===== src/rtl/stamofu_req_arbiter.sv =====
// Arbitrates the store/AMO/fence address pipelines onto the shared dTLB/dcache request port.
// Misaligned-queue requests win over normal ones; each class keeps its own round-robin pointer.
module stamofu_req_arbiter #(
    parameter int unsigned REQUESTERS     = 2,
    parameter int unsigned LOG_REQUESTERS = $clog2(REQUESTERS),
    parameter int unsigned VPN_WIDTH      = 20,
    parameter int unsigned PO_WIDTH       = 12,
    parameter int unsigned CQ_INDEX_WIDTH = 4
) (
    input  logic                                         CLK,
    input  logic                                         RST,

    input  logic [REQUESTERS-1:0]                        req_valid,
    input  logic [REQUESTERS-1:0]                        req_is_mq,
    input  logic [REQUESTERS-1:0]                        req_misaligned,
    input  logic [REQUESTERS-1:0]                        req_misaligned_exception,
    input  logic [REQUESTERS-1:0][VPN_WIDTH-1:0]         req_VPN,
    input  logic [REQUESTERS-1:0][PO_WIDTH-3:0]          req_PO_word,
    input  logic [REQUESTERS-1:0][3:0]                   req_byte_mask,
    input  logic [REQUESTERS-1:0][31:0]                  req_write_data,
    input  logic [REQUESTERS-1:0][CQ_INDEX_WIDTH-1:0]    req_cq_index,
    output logic [REQUESTERS-1:0]                        req_ack,

    output logic                                         out_valid,
    output logic [LOG_REQUESTERS-1:0]                    out_src,
    output logic                                         out_is_mq,
    output logic                                         out_misaligned,
    output logic                                         out_misaligned_exception,
    output logic [VPN_WIDTH-1:0]                         out_VPN,
    output logic [PO_WIDTH-3:0]                          out_PO_word,
    output logic [3:0]                                   out_byte_mask,
    output logic [31:0]                                  out_write_data,
    output logic [CQ_INDEX_WIDTH-1:0]                    out_cq_index,
    input  logic                                         out_ready
);

    logic [LOG_REQUESTERS-1:0] rr_ptr_mq;
    logic [LOG_REQUESTERS-1:0] rr_ptr_norm;

    logic [REQUESTERS-1:0]     mq_valid;
    logic                      any_mq;
    logic [REQUESTERS-1:0]     eligible;
    logic [LOG_REQUESTERS-1:0] ptr;
    logic [LOG_REQUESTERS-1:0] idx;
    logic [LOG_REQUESTERS-1:0] winner;
    logic                      found;
    logic                      accept;
    logic                      grant;

    always_comb begin
        mq_valid = req_valid & req_is_mq;
        any_mq   = |mq_valid;
        eligible = any_mq ? mq_valid : req_valid;
        ptr      = any_mq ? rr_ptr_mq : rr_ptr_norm;

        // REQUESTERS is a power of two, so the index add wraps for free.
        idx    = '0;
        winner = '0;
        found  = 1'b0;
        for (int i = 0; i < int'(REQUESTERS); i++) begin
            idx = ptr + LOG_REQUESTERS'(i);
            if (!found && eligible[idx]) begin
                found  = 1'b1;
                winner = idx;
            end
        end

        accept  = ~out_valid | out_ready;
        grant   = accept & found & ~RST;
        req_ack = '0;
        if (grant) begin
            req_ack[winner] = 1'b1;
        end
    end

    always_ff @(posedge CLK) begin
        if (RST) begin
            out_valid                <= 1'b0;
            out_src                  <= '0;
            out_is_mq                <= 1'b0;
            out_misaligned           <= 1'b0;
            out_misaligned_exception <= 1'b0;
            out_VPN                  <= '0;
            out_PO_word              <= '0;
            out_byte_mask            <= '0;
            out_write_data           <= '0;
            out_cq_index             <= '0;
            rr_ptr_mq                <= '0;
            rr_ptr_norm              <= '0;
        end else if (grant) begin
            out_valid                <= 1'b1;
            out_src                  <= winner;
            out_is_mq                <= req_is_mq[winner];
            out_misaligned           <= req_misaligned[winner];
            out_misaligned_exception <= req_misaligned_exception[winner];
            out_VPN                  <= req_VPN[winner];
            out_PO_word              <= req_PO_word[winner];
            out_byte_mask            <= req_byte_mask[winner];
            out_write_data           <= req_write_data[winner];
            out_cq_index             <= req_cq_index[winner];
            if (any_mq) begin
                rr_ptr_mq <= winner + LOG_REQUESTERS'(1);
            end else begin
                rr_ptr_norm <= winner + LOG_REQUESTERS'(1);
            end
        end else if (out_ready) begin
            // Drain: data fields deliberately hold their last values.
            out_valid <= 1'b0;
        end
    end

endmodule


===== config.mk =====
export PLATFORM = sky130hd
export DESIGN_NAME = stamofu_req_arbiter
export DESIGN_NICKNAME = d
export VERILOG_FILES = /design/src/rtl/stamofu_req_arbiter.sv
export SDC_FILE = /design/constraint.sdc
export NUM_CORES = 1
export LEC_CHECK = 0
export ABC_AREA = 0
export CAP_MARGIN = 20
export CORE_MARGIN = 2
export CORE_UTILIZATION = 41
export DETAILED_ROUTE_END_ITERATION = 10
export PLACE_DENSITY = 0.88
export SLEW_MARGIN = 20
export SYNTH_ARGS = -nofsm -noshare
export SYNTH_HDL_FRONTEND = slang
export SYNTH_SLANG_ARGS = --single-unit

===== constraint.sdc =====
create_clock -name CLK -period 6.3 [get_ports CLK]
set_clock_uncertainty 0.05 [all_clocks]
set_input_delay 1.89 -clock CLK [delete_from_list [all_inputs] [get_ports CLK]]
set_output_delay 1.89 -clock CLK [all_outputs]
set_load 0.01 [all_outputs]

==> run_results.csv <==
group,metric,value,unit
grt,track_usage,0.244,
die,rows,35,
detailed_routing,drc,0,
setup_path,end_kind,"output port",
cells_and_area,final_cell_mix,"clkdlybuf4s50_1 (226), nor2_1 (77), dfxtp_1 (77), nand2_1 (73), a211oi_2 (59)",
cells_and_area,stdcell_area,0.00637,mm^2
grt,overflow,0,
timing,worst_slack,0.505,ns
yosys,ys_warn_count,0,
clock_tree,cts_setup_buffers,0,
timing,hold_viol,0,
clock_tree,cts_tree,"yes",
timing,setup_violations,0,
run,maxCapViolCount,0,
die,dieArea,0.0103,mm^2
timing,max_freq,173,MHz
status,status,"completed",
worst_hold_path,hold_class,"flip-flop to flip-flop",
detailed_routing,routed_wl,12700,um
cells_and_area,fin_cells,775,
clock_tree,insertion_delay,0.33,ns
setup_path,worst_path_max_delay_cell,"clkdlybuf4s50_1",
yosys,synth_top_area_share,0.396,
clock_tree,ctsLongestPathBuffers,2,
placement,dp_worst_setup_slack,0.573,ns
clock_tree,ctsHoldBuffers,0,
grt,grt_pass1_wl,20000,um
detailed_routing,num_vias,4037,
cells_and_area,final_core_util,0.689,
grt,grt_pass1_vias,4147,
setup_path,cp_cell_sequence,"clkdlybuf4s50_1, nor2_1, or3_4, nor2_1, clkdlybuf4s50_1",
timing,grt_setup_unrepaired,"false",
yosys,ys_seq_area_frac,0.396,
placement,io_buffers,227,
timing,hold_slack,0.451,ns
yosys,synthDistinctLibCells,27,
die,start_util,0.422,
grt,antenna_found_initial,1,
clock_tree,cts.repair.resized,0,
clock_tree,cts_root_buf,"clkbuf_8",
cells_and_area,drive_gt1_frac,0.217,
timing,fin_crit_sh,0.920,
yosys,avgSynthCellArea,8.97,um^2
yosys,synth_area,0.00389,mm^2
detailed_routing,drt-wirelength-per-cell,16.4,um
setup_path,critPathLaunchType,"primary input",
cells_and_area,syn2layout_area_growth,63.5,%
power_and_ir_drop,peakVddDrop,0.000119,V
power_and_ir_drop,p_leak,2.30,nW
setup_path,cpPeakStageDelay,0.65,ns
detailed_routing,first_pass_iters,4,
die,die_w,101,um
yosys,ys_ff_latch,77,
yosys,synth_area_leaders,"dfxtp_1 (40%), a211oi_2 (19%), a21oi_2 (11%), nor2_1 (7.4%), nand2_1 (7.0%)",
placement,dpl.cell_count,758,
placement,dp_hpwl,8970,um
cells_and_area,nets,791,
grt,grt_max_degree,74,
cells_and_area,final_common_cell,"clkdlybuf4s50_1",
yosys,postSynthCellCount,434,
clock_tree,cts_buffers,9,
cells_and_area,n_fill_cell,720,
setup_path,path_class,"primary input to output port",
setup_path,cp.required,4.36,ns
detailed_routing,viasPerCell,5.21,
clock_tree,htree_levels,3,
detailed_routing,ant_nets,0,
die,die_h,101,um
clock_tree,cts.sinks,77,
die,num_io_pins,228,
setup_path,critPathArrivalTime,3.86,ns
timing,tns,0,ns
timing,slew_violations,0,
yosys,synth_top_area_cell,"dfxtp_1",
placement,routabilityCongestion,0.817,
timing,maxSlewHeadroom,0.449,
power_and_ir_drop,power,1.32,mW
timing,finalCriticalPeriod,5.80,ns
die,core_area,0.00924,mm^2
setup_path,cp_max_fo,6,
detailed_routing,drt_iter0_drc,93,
power_and_ir_drop,power.density,208,mW/mm^2
placement,placed_cell_area,0.00617,mm^2
yosys,syn_nets,585,
clock_tree,clkTransAtPathRegs,0.07,ns
timing,tightest_slew,0.826,ns
[layer usage]
metal / track usage / wire [um] / vias to the layer above
met5: 0 / 0 / -
met4: 0.113 / 353 / 0
met3: 0.0669 / 986 / 26
met2: 0.436 / 6490 / 177
met1: 0.267 / 4870 / 1911
li1: - / - / 1923
[registers in the layout, summed over array words and instances (netlist names), 4 cells and up]
signal	count
out_cq_index	4
out_VPN	20
out_write_data	32
out_byte_mask	4
out_PO_word	10
[worst max-delay path: cells and delay by family]
kind                   cells  cell delay (ns)
and+or+nand+nor            3             0.74
buffers and inverters      2             1.23
[power breakdown]
group	switching [mW]	internal [mW]
clock	0.187	0.184
combinational	0.188	0.217
sequential	0.0211	0.528
[cell type report]
class	count	area, um^2	share of cell area
antenna	1	2.50	0.000393
tap	129	161	0.0253
sequential	77	1540	0.242
inverter	4	15.0	0.00236
timing repair buffer	236	2340	0.368
clock inverter	5	61.3	0.00963
clock buffer	11	131	0.0206
multi-input combinational	312	2110	0.332
[path summary, 6_finish.rpt]
| path | startpoint | slack, ns | cells past startpoint | end |
|---|---|---|---|---|
| max | req_valid[1] | 0.50 | 5 | req_ack[1] |
| min | out_is_mq | 0.45 | 2 | out_is_mq |
| max reg2reg | rr_ptr_norm | 4.20 | 5 | out_write_data[7] |
| min reg2reg | out_is_mq | 0.45 | 2 | out_is_mq |
[cells in the mapped netlist (all sizes together)]
library cell  number
nor2              77
dfxtp             77
nor2b              1
a21bo              1
a21o               1
a31o               1
buf               28
a211oi            73
nor3               3
or3b               1
nand2b             1
o211a              1
clkbuf            13
nand2             73
o41ai              1
a21oi             74
or3                1
o211ai             1
a22oi              1
inv                4
and2               1
[cell families (layout without fill, tap and decap cells)]
logic type	count (synthesis)	after routing	share of synthesized area
buf+inv	45	256	0.0684
compound gates	154	154	0.377
flops	77	77	0.396
other cells	0	1	0
simple gates	158	158	0.158
(Power assumes the default switching activity.)
